File: src/rtl/ebr_write_packer.sv
// Packs narrow (16/8/4/2-bit) writes into masked 16-bit row writes for a 16-bit EBR port.
// Latency: mode 0 is 1 cycle; in narrow modes a row leaves when it fills, on a row change, or on flush/mode change/idle timeout.
// Backpressure: s_ready drops while the output register is held (m_valid & !m_ready), during flush, or while a mode change drains.
module ebr_write_packer #(
    parameter int ROW_AW  = 8,
    parameter int TIMEOUT = 15
) (
    input  logic              clk,
    input  logic              rst,
    input  logic [1:0]        cfg_mode,
    input  logic              s_valid,
    output logic              s_ready,
    input  logic [ROW_AW+2:0] s_addr,
    input  logic [15:0]       s_data,
    input  logic              flush,
    output logic              m_valid,
    input  logic              m_ready,
    output logic [ROW_AW-1:0] m_addr,
    output logic [15:0]       m_data,
    output logic [15:0]       m_mask,
    output logic              busy
);

    localparam int CW = (TIMEOUT > 0) ? $clog2(TIMEOUT + 1) : 1;
    localparam logic [CW-1:0] IDLE_MAX = CW'(TIMEOUT);

    // Mode latched while a partial row is held, so the held row is never reinterpreted.
    logic [1:0]        mode_q;

    // Accumulator for the row currently being assembled.
    logic              acc_vld;
    logic [ROW_AW-1:0] acc_addr;
    logic [15:0]       acc_data;
    logic [15:0]       acc_mask;
    logic [CW-1:0]     idle;

    // Lane decode of the incoming request.
    logic [15:0]       lane_base;
    logic [3:0]        lane_shift;
    logic [15:0]       lane_mask;
    logic [15:0]       lane_data;
    logic [ROW_AW-1:0] s_row;

    // Handshake / control terms.
    logic              slot_free;
    logic              mode_chg;
    logic              accept;
    logic              same_row;
    logic              timeout_hit;
    logic              push_idle;
    logic [15:0]       mrg_data;
    logic [15:0]       mrg_mask;

    // Next-state terms.
    logic              out_ld;
    logic [ROW_AW-1:0] out_addr;
    logic [15:0]       out_data;
    logic [15:0]       out_mask;
    logic              acc_vld_nxt;
    logic [ROW_AW-1:0] acc_addr_nxt;
    logic [15:0]       acc_data_nxt;
    logic [15:0]       acc_mask_nxt;

    assign slot_free   = !m_valid || m_ready;
    assign mode_chg    = acc_vld && (cfg_mode != mode_q);
    assign s_ready     = slot_free && !flush && !mode_chg;
    assign accept      = s_valid && s_ready;
    assign same_row    = acc_vld && (acc_addr == s_row);
    assign timeout_hit = (TIMEOUT != 0) && (idle == IDLE_MAX);
    assign push_idle   = acc_vld && slot_free && (flush || mode_chg || timeout_hit);
    assign mrg_data    = (acc_data & ~lane_mask) | lane_data;
    assign mrg_mask    = acc_mask | lane_mask;
    assign busy        = acc_vld || m_valid;

    // Lane width and bit position from the latched mode; upper address bits fall off in the cast.
    always_comb begin
        lane_base  = 16'hFFFF;
        lane_shift = 4'd0;
        case (mode_q)
            2'd1: begin
                lane_base  = 16'h00FF;
                lane_shift = {s_addr[0], 3'b000};
            end
            2'd2: begin
                lane_base  = 16'h000F;
                lane_shift = {s_addr[1:0], 2'b00};
            end
            2'd3: begin
                lane_base  = 16'h0003;
                lane_shift = {s_addr[2:0], 1'b0};
            end
            default: ;
        endcase
        lane_mask = lane_base << lane_shift;
        lane_data = (s_data & lane_base) << lane_shift;
        s_row     = ROW_AW'(s_addr >> mode_q);
    end

    // Decide what moves into the output register and what the accumulator becomes.
    // An accept takes priority over an idle push; a row change evicts the old row in the same cycle.
    always_comb begin
        out_ld       = 1'b0;
        out_addr     = acc_addr;
        out_data     = acc_data;
        out_mask     = acc_mask;
        acc_vld_nxt  = acc_vld;
        acc_addr_nxt = acc_addr;
        acc_data_nxt = acc_data;
        acc_mask_nxt = acc_mask;
        if (accept) begin
            if (mode_q == 2'd0) begin
                out_ld   = 1'b1;
                out_addr = s_row;
                out_data = s_data;
                out_mask = 16'hFFFF;
            end else if (!acc_vld) begin
                acc_vld_nxt  = 1'b1;
                acc_addr_nxt = s_row;
                acc_data_nxt = lane_data;
                acc_mask_nxt = lane_mask;
            end else if (same_row) begin
                if (mrg_mask == 16'hFFFF) begin
                    out_ld      = 1'b1;
                    out_data    = mrg_data;
                    out_mask    = mrg_mask;
                    acc_vld_nxt = 1'b0;
                end else begin
                    acc_data_nxt = mrg_data;
                    acc_mask_nxt = mrg_mask;
                end
            end else begin
                out_ld       = 1'b1;
                acc_addr_nxt = s_row;
                acc_data_nxt = lane_data;
                acc_mask_nxt = lane_mask;
            end
        end else if (push_idle) begin
            out_ld      = 1'b1;
            acc_vld_nxt = 1'b0;
        end
    end

    // Accumulator, latched mode and idle counter.
    always_ff @(posedge clk or posedge rst) begin
        if (rst) begin
            acc_vld  <= 1'b0;
            acc_addr <= '0;
            acc_data <= '0;
            acc_mask <= '0;
            mode_q   <= 2'd0;
            idle     <= '0;
        end else begin
            acc_vld  <= acc_vld_nxt;
            acc_addr <= acc_addr_nxt;
            acc_data <= acc_data_nxt;
            acc_mask <= acc_mask_nxt;
            if (!acc_vld) begin
                mode_q <= cfg_mode;
            end
            if (TIMEOUT == 0 || accept || push_idle || !acc_vld) begin
                idle <= '0;
            end else if (idle != IDLE_MAX) begin
                idle <= idle + 1'b1;
            end
        end
    end

    // Output register: loads only when the slot is free, otherwise holds until taken.
    always_ff @(posedge clk or posedge rst) begin
        if (rst) begin
            m_valid <= 1'b0;
            m_addr  <= '0;
            m_data  <= '0;
            m_mask  <= '0;
        end else if (out_ld) begin
            m_valid <= 1'b1;
            m_addr  <= out_addr;
            m_data  <= out_data;
            m_mask  <= out_mask;
        end else if (m_ready) begin
            m_valid <= 1'b0;
        end
    end

endmodule
File: config.mk
export PLATFORM = sky130hd
export DESIGN_NAME = ebr_write_packer
export DESIGN_NICKNAME = d
export VERILOG_FILES = /design/src/rtl/ebr_write_packer.sv
export SDC_FILE = /design/constraint.sdc
export NUM_CORES = 1
export LEC_CHECK = 0
export ABC_AREA = 1
export ABC_CLOCK_PERIOD_IN_PS = 2900
export BUFFER_PORTS_ARGS = -buffer_cell sky130_fd_sc_hd__buf_4
export CORE_MARGIN = 1
export CORE_UTILIZATION = 40
export CTS_CLUSTER_SIZE = 28
export DETAILED_ROUTE_END_ITERATION = 7
export PLACE_DENSITY = 0.61
export SLEW_MARGIN = 20
export SYNTH_ARGS = -nofsm -noshare
export SYNTH_HDL_FRONTEND = slang
export SYNTH_SLANG_ARGS = --single-unit
File: constraint.sdc
create_clock -name clk -period 2.9 [get_ports clk]
set_input_delay 0.145 -clock clk [delete_from_list [all_inputs] [get_ports clk]]
set_output_delay 0.145 -clock clk [all_outputs]
set_load 0.02 [all_outputs]
Yosys cells after proc, flatten, opt, wreduce, memory -nomap -nowiden

Index checks and enable logic that the tools add are counted.

Output and inout bits: 43
Logic and storage cells: 93
Input bits: 34
Flip-flop bits (word level): 88

Mux-type cells: 38
Reduce and logical (&&, ||, !) cells: 24
Shift-type cells: 3
Bitwise operators: 6
$add $sub $neg: 1
Eq/ne operators: 11

Operators with widths:

| kind                   | number |
|---|---|
| $mux W16               | 16 |
| $pmux W16 S3           | 1 |
| $and A16 B16 Y16       | 2 |
| $mux W8                | 4 |
| $or A16 B16 Y16        | 2 |
| $shl A16 B4 Y16        | 2 |
| $eq A16 B16 Y1 const B | 1 |
| $not A16 Y16           | 1 |
| $mux W1                | 14 |
| $pmux W4 S3            | 1 |
| $shr A11 B2 Y8         | 1 |
| $eq A8 B8 Y1           | 1 |
| $mux W4                | 2 |
| $logic_and A1 B1 Y1    | 7 |
| $logic_or A1 B1 Y1     | 6 |
| $reduce_and A3 Y1      | 2 |
| $reduce_bool A2 Y1     | 3 |
| $add A4 B1 Y4 const B  | 1 |
| $eq A2 B2 Y1 const B   | 2 |
| $eq A4 B4 Y1 const B   | 1 |
| $logic_not A1 Y1       | 4 |
| $ne A2 B2 Y1 const B   | 2 |
| $ne A4 B4 Y1 const B   | 1 |
| $ne A3 B3 Y1 const B   | 1 |
| other kinds (5)        | 5 |

Logic depth before layout (Yosys ltp)

Gate-level depths: netlist of run 1.

Depth after elaboration: 11
Gate-level depth with buffers: 19

Worst setup path before layout of run 1

OpenSTA, ideal clock, no wires.

Path type: reg2reg
Start: register mode_q[0]
End: register acc_mask[0]
Cell stages (with the launch flop): 13
Data arrival time: 2.123 ns
Required time: 2.769 ns
Setup slack: 0.646 ns
Setup time: 0.131 ns
Cells stage by stage: dfrtp_1 -> buf_6 -> buf_6 -> xor2_1 -> o21ai_1 -> nand2_1 -> nor2_2 -> nand2_4 -> nor2_8 -> inv_2 -> nor2_4 -> clkbuf_1 -> o21ai_0

RTL lines:

| what                        | RTL line | source |
|---|---|---|
| start: declaration          | 28       | `logic [1:0] mode_q;` |
| start signal: assignment    | 158      | `mode_q <= cfg_mode;` |
| $ne A2 B2 Y1                | 65       | `assign mode_chg = acc_vld && (cfg_mode != mode_q);` |
| $logic_and A1 B1 Y1         | 65       |  |
| $logic_not A1 Y1            | 66       | `assign s_ready = slot_free && !flush && !mode_chg;` |
| $logic_and A1 B1 Y1         | 66       |  |
| via s_ready                 | 12       | `output logic s_ready,` |
| $logic_and A1 B1 Y1         | 67       | `assign accept = s_valid && s_ready;` |
| $reduce_and A3 Y1 (no line) | -        |  |
| end signal: assignment      | 156      | `acc_mask <= acc_mask_nxt;` |
| end: declaration            | 34       | `logic [15:0] acc_mask;` |

The timed path passes the listed nets, and every way through them passes these cells. The select of a mux whose other input is x is not followed.
A chain may end at the register's enable or synchronous reset.

Worst setup path in the final report of run 1

Start: register mode_q[1]
End: register m_mask[4]

Word-level cells in the longest chain between the ends: 10

RTL lines:

| what                                         | RTL line | source |
|---|---|---|
| $eq A2 B2 Y1 or $eq A2 B1 Y1 (tied branches) | 79       | `case (mode_q)` |
| $pmux W16 S3 or $pmux W4 S3 (tied branches)  | 79       |  |
| $shl A16 B4 Y16                              | 94       | `lane_mask = lane_base << lane_shift;` |
| $or A16 B16 Y16                              | 72       | `assign mrg_mask = acc_mask \| lane_mask;` |
| $eq A16 B16 Y1                               | 122      | `if (mrg_mask == 16'hFFFF) begin` |
| $mux W16 or $mux W1 (tied branches)          | 122      |  |
| $mux W16 or $mux W1 (tied branches)          | 121      | `end else if (same_row) begin` |
| $mux W16 or $mux W1 (tied branches)          | 116      | `end else if (!acc_vld) begin` |
| $mux W16 or $mux W1 (tied branches)          | 111      | `if (mode_q == 2'd0) begin` |
| $mux W16 or $mux W1 (tied branches)          | 110      | `if (accept) begin` |
| end signal: assignment                       | 179      | `m_mask <= out_mask;` |
| end: declaration                             | 20       | `output logic [15:0] m_mask,` |

Parallel ways exist; a longest one is shown, timed or not.

==> results of run 1 <==
-- worst max path at each step --
stage          startpoint          end  cells after the start
3_3_place_gp    mode_q[0]    m_mask[9]                     14
6_report        mode_q[1]    m_mask[4]                     16
5_1_grt         mode_q[1]    m_mask[3]                     16
2_1_floorplan         rst  acc_addr[0]                      1
4_1_cts         mode_q[0]    m_mask[9]                     14
3_5_place_dp    mode_q[0]    m_mask[9]                     14
-- final cells by class --
class | instances | area, µm²
clock buffer | 12 | 256
inverter | 86 | 337
clock inverter | 4 | 52.6
fill | 1410 | 6690
multi-input combinational | 596 | 2780
timing repair buffer | 106 | 808
sequential | 88 | 2200
tap | 176 | 220
-- Yosys cell counts (all sizes together) --
master / number
nand2: 308
dfrtp: 88
inv: 86
nor2: 80
nand3: 77
o21ai: 71
buf: 25
a21oi: 19
a22oi: 8
nand3b: 7
nand4: 6
clkbuf: 5
nor3: 4
a22o: 3
o211ai: 3
xor2: 3
nor4: 2
xnor2: 2
a31oi: 1
and2: 1
ha: 1
-- where the power goes --
part	internal, W	switching (W)	total [W]
Sequential	0.00176	0.000374	0.00214
Clock	0.000717	0.000497	0.00121
Combinational	0.00148	0.00261	0.00409
-- layout by cell type, fill, tap and decap left out, types with 3 or more instances in the layout --
master     netlist  routed
nor2_4           3       3
inv_1           74      73
nor3_1           4       4
clkbuf_16        0       9
inv_2            8       8
o21ai_0         46      45
dfrtp_1         88      87
a22oi_1          8       8
o211ai_1         3       3
inv_4            3       3
nand2_1        295     295
a21oi_1         17      17
nand3_2          4       4
xor2_1           3       3
nand2_4          3       3
nand3b_1         7       7
nand2_2         10      10
nor2_1          64      64
a22o_1           3       3
nand3_1         71      71
buf_4            6     105
nand4_1          6       6
nor2_2          11      11
o21ai_1         23      24
-- through the flow --
step | utilization (%) | hold WS (ps) | area (µm²)
floorplan | - | 266 | 5530
global placement | 47.6 | 378 | 6350
detailed placement | 47.6 | 377 | 6350
CTS | 49.9 | 18.8 | 6660
global route | 49.9 | 37.5 | 6660
finish | 49.9 | 5.46 | 6660
-- kinds of logic after synthesis --
family	synth area share, %
fa+ha+maj	0.226
flops	39.8
buf+inv	9.84
compound gates	10.5
xor+xnor	0.792
simple gates	38.8
-- metal layers --
layer / vias to the layer above / track usage (%) / wire length, µm
met5: - / 0 / 0
met4: 0 / 12.0 / 505
met3: 33 / 3.94 / 865
met2: 154 / 36.2 / 6940
met1: 2472 / 32.7 / 7350
li1: 2711 / - / -
-- registers in the layout (all words and copies together), names as in the netlist --
name      flops
m_valid       1
acc_data     16
m_data       16
m_addr        8
mode_q        2
idle          4
m_mask       16
acc_mask     16
acc_vld       1
acc_addr      8
-- worst max-delay path: cells and delay by family (launching register included) --
family | cells | cell delay [ps]
flops | 1 | 580
simple gates | 12 | 1200
buf+inv | 4 | 690
-- timing repair --
action / CTS / global route
resized for setup: 0 / 2
hold endpoints to repair: 0 / 0
endpoints found under the setup margin: 0 / 4
==> run summary, run 1 <==
Synth cell types: 38
CP arrival: 2830 ps
Worst hold path type: in -> async
# diodes: 0
All-Layer GR Usage: 23.8%
Antenna-violating nets left: 0
Critical path peak fanout: 14
Final WS setup: 357 ps
Root Buffer: clkbuf_16
CTS clock-pin slew for the worst setup and hold paths: 60 ps
Drt drc: 0
# rows: 42
Minimum clock period: 2540 ps
Critical path capture point type: flop
Setup TNS: 0 ps
Slew Limit Fails: 0
Final hold vios: 0
Power Dens Cells: 1120 mW/mm²
Final RePlAce weighted congestion: 0.925
Top cell by count, worst path: nand2_1
Vias in the first global route: 5198
Syn_area_per_cell: 6.91 µm²
DP HPWL: 11.6 mm
Worst r2r src: mode_q[1]
Layout area overhead: 20.5%
Slew HR: 34.0%
Final std cells w/o fill: 1068
Synth area leader: dfrtp_1
Fraction of layout cells with a size suffix above 1: 19.5%
Avg WL per Cell: 14.7 µm
FF-to-FF path depth: 16
Critical Path Source Type: flop
Core ar.: 0.0133 mm²
TritonCTS clock tree: yes
Worst endpoint required time: 3190 ps
DR vias: 5370
Syn Inst Count: 800
Worst-case vdd ir drop: 0.391 mV
Setup WS pre-CTS: 293 ps
Fmax: 0.393 GHz
First-pass GRT wire length: 26.4 mm
Layout Skew: 7.13 ps
Port bufs: 76
Post-DR vias/cell: 5.03
Final setup fails: 0
Post-synth top area share: 39.8%
Die Width: 120 µm
Run status: complete, no violations
Critical-path cell list: inv_4, buf_4, nand3_1, nand2_1, nand2_1, nand2_1, nor2_2, nand3_4, nor2_8, buf_4, nand3_2, inv_2, nand2_1, nand3_1, nand2_1, nand2_1
Initial Utilization: 41.4%
Cell leakage power: 3.63 nW
Post-Route WL: 15.7 mm
Worst slew pin tran: 989 ps
Final worst-path cycle share: 87.7%
Crit Path Class: reg -> reg
Critical-path top delay cell: dfrtp_1
RSZ-0062 raised after global routing: false
DR pass1 iterations: 5
Largest net degree at the start of global routing: 52
Fin nets: 922
H-Tree Level Count: 3
Tot Pwr: 0.00744 W
Sequential share of the synthesized area: 39.8%
DIE HEIGHT: 120 µm
Starting DRT DRC Count: 404
Total clock sinks: 88
Clock tree buffer depth: 2
Total gr overflow: 0
Mapped Nets: 835
Register-to-register path setup slack: 360 ps
Worst path max stage delay: 580 ps
Cells after DPL: 1052
Max-cap violations: 0
Worst skew pair latency: 350 ps
Total CTS buffers: 9
Cell Area, Synth: 0.00553 mm²
Synthesized flop and latch total: 88
Top cells by area, synth: dfrtp_1 (40%), nand2_1 (20%), nand3_1 (6.4%)
Syn. warnings: 0
Initial antenna violation count: 0
Postcts setup bufs: 0
Hold buffers post-CTS: 0
RR Endpoint: m_mask[4]
I/O pin total: 77
Full die area: 0.0143 mm²
Note: power is estimated with default switching activity, not from simulation.
==> inputs of run 2 (changes only) <==
--- a/config.mk
+++ b/config.mk
@@ -5,7 +5,6 @@
 export SDC_FILE = /design/constraint.sdc
 export NUM_CORES = 1
 export LEC_CHECK = 0
-export ABC_AREA = 1
 export ABC_CLOCK_PERIOD_IN_PS = 2900
 export BUFFER_PORTS_ARGS = -buffer_cell sky130_fd_sc_hd__buf_4
 export CORE_MARGIN = 1
==> run summary, run 2 <==
Run status: complete, no violations
Post-DR vias/cell: 5.90
Worst slew pin tran: 690 ps
Syn_area_per_cell: 9.18 µm²
RR Endpoint: m_data[8]
Fmax: 0.352 GHz
Initial antenna violation count: 0
CTS clock-pin slew for the worst setup and hold paths: 60 ps
Top cells by area, synth: dfrtp_1 (42%), nand2_1 (5.2%), mux2_2 (4.2%)
First-pass GRT wire length: 26.6 mm
Worst r2r src: mode_q[0]
Syn Inst Count: 578
TritonCTS clock tree: yes
DP HPWL: 12.5 mm
Final hold vios: 0
Register-to-register path setup slack: 60 ps
Antenna-violating nets left: 0
Final std cells w/o fill: 868
Slew HR: 54.0%
Most frequent cells in the layout: buf_4 (137), dfrtp_1 (86), nand2_1 (73)
RSZ-0062 raised after global routing: true
DIE HEIGHT: 117 µm
Post-Route WL: 16.7 mm
Critical path peak fanout: 29
Minimum clock period: 2840 ps
Final setup fails: 0
Cell Area, Synth: 0.00530 mm²
Commonest cells in the netlist: dfrtp_1 (88), nand2_1 (73), nor2_1 (48)
Port bufs: 76
All-Layer GR Usage: 26.1%
Hold Path End: mode_q[1]
Cells after DPL: 847
Startpoint of the worst hold path: cfg_mode[1]
DR pass1 iterations: 5
Worst skew pair latency: 350 ps
Mapped Nets: 613
Top-count cell post-synth: dfrtp_1
Synth cell types: 74
Worst endpoint required time: 3130 ps
DR vias: 5124
Critical path capture point type: flop
WHS Path Cells: 2
Vias in the first global route: 5012
Core ar.: 0.0128 mm²
H-Tree Level Count: 3
Final RePlAce weighted congestion: 0.928
Final worst-path cycle share: 97.9%
Starting DRT DRC Count: 313
# diodes: 0
Avg WL per Cell: 19.2 µm
Slew Limit Fails: 0
CP arrival: 3070 ps
Worst-case vdd ir drop: 0.512 mV
Fin nets: 727
Synth area leader: dfrtp_1
Syn. warnings: 0
Post-synth top area share: 41.5%
Full die area: 0.0137 mm²
Total CTS buffers: 9
Fraction of layout cells with a size suffix above 1: 31.2%
I/O pin total: 77
Total gr overflow: 0
Worst hold path type: in -> reg
Max-cap violations: 0
Clock tree buffer depth: 2
Drt drc: 0
Fin util: 53.8%
Synthesized flop and latch total: 88
FF-to-FF path depth: 9
Commonest non-fill, non-tap cell in the layout: buf_4
Synth Flop Type: dfrtp_1
Cell leakage power: 3.09 nW
Largest net degree at the start of global routing: 51
Crit Path Class: reg -> reg
Layout area overhead: 29.5%
Initial Utilization: 41.5%
Layout Skew: 9.11 ps
Post-synth EDFFs: 0
Sequential share of the synthesized area: 41.5%
Power Dens Cells: 1030 mW/mm²
# rows: 41
Total clock sinks: 88
Critical Path Source Type: flop
Root Buffer: clkbuf_16
Die Width: 117 µm
Ys async rst share: 100%
## run 2: cell count changes in the layout (fill, tap and decap cells not counted), sizes merged, moves of 27 or more
| cell | change |
|---|---|
| nand2 | -235 |
| inv | -78 |
| nand3 | -67 |
| buf | +34 |
| nor2 | -31 |
| o21ai | -27 |
## run 2: how the worst max path moves through the flow
stage / slack (ps) / to / startpoint
2_1_floorplan: 10 / m_mask[2] / mode_q[0]
3_3_place_gp: -200 / m_data[11] / mode_q[0]
3_5_place_dp: -240 / m_data[11] / mode_q[0]
4_1_cts: -10 / m_data[11] / mode_q[0]
5_1_grt: -40 / m_mask[13] / mode_q[0]
6_report: 60 / m_data[8] / mode_q[0]
## run 2: layer usage
| layer | GRT usage (%) | up-vias | wire, µm |
|---|---|---|---|
| li1 | - | 2404 | - |
| met1 | 34.5 | 2516 | 7530 |
| met2 | 41.9 | 164 | 7830 |
| met3 | 4.07 | 40 | 740 |
| met4 | 12.2 | 0 | 556 |
| met5 | 0 | - | 0 |
## run 2: kinds of logic (layout without fill, tap and decap cells)
| group | Yosys count | in the layout | share of synthesized area (%) |
|---|---|---|---|
| buffers and inverters | 46 | 164 | 3.75 |
| DFF | 88 | 88 | 41.5 |
| muxes | 40 | 40 | 8.80 |
| adders and majority gates | 1 | 1 | 0.236 |
| xor gates and xnor gates | 14 | 14 | 2.31 |
| and+or+nand+nor | 197 | 197 | 18.0 |
| AOI/OAI and AO/OA | 192 | 192 | 25.4 |
## run 2: area by class of cell
| cell class | count | area, µm² |
|---|---|---|
| Tap cell | 172 | 215 |
| Multi-Input combinational cell | 444 | 3040 |
| Sequential cell | 88 | 2200 |
| Clock buffer | 11 | 253 |
| Timing Repair Buffer | 141 | 1100 |
| Clock inverter | 4 | 30.0 |
| Fill cell | 1198 | 5900 |
| Inverter | 8 | 31.3 |
## run 2: worst max-delay path, stage by stage (launching register included)
cell	delay (ps)
dfrtp_2	450
buf_12	180
or3b_1	370
o211ai_1	170
a21oi_1	130
or3_4	430
buf_4	180
nor3_2	260
o32ai_1	120
o41ai_1	410
## run 2: per-stage QoR
stage                     hold WS [ps]  power (W)  setup TNS, ps  cell area, µm²  setup WS (ps)
after floorplan                    285    0.00448              0            5310           11.8
after global placement             267    0.00577          -2130            6410           -198
after detailed placement           282    0.00585          -2420            6410           -244
after CTS                         39.7    0.00702          -10.9            6750          -10.9
after global routing              50.7    0.00760           -559            6870          -39.7
final                             43.7    0.00709              0            6870           60.7
## run 2: repair_timing
action / 4_1_cts / 5_1_grt
pin swaps: 4 / 5
gates resized for setup: 7 / 18
buffers inserted: 1 / 4
endpoints found under the setup margin: 16 / 41
hold buffers: 1 / 0
hold endpoints to repair: 38 / 0
## run 2: report_power, final
group	internal [W]	leakage (nW)	switching (W)	total [W]
clock	0.000624	0.138	0.000485	0.00111
combinational	0.00168	1.85	0.00210	0.00378
sequential	0.00178	1.11	0.000415	0.00220
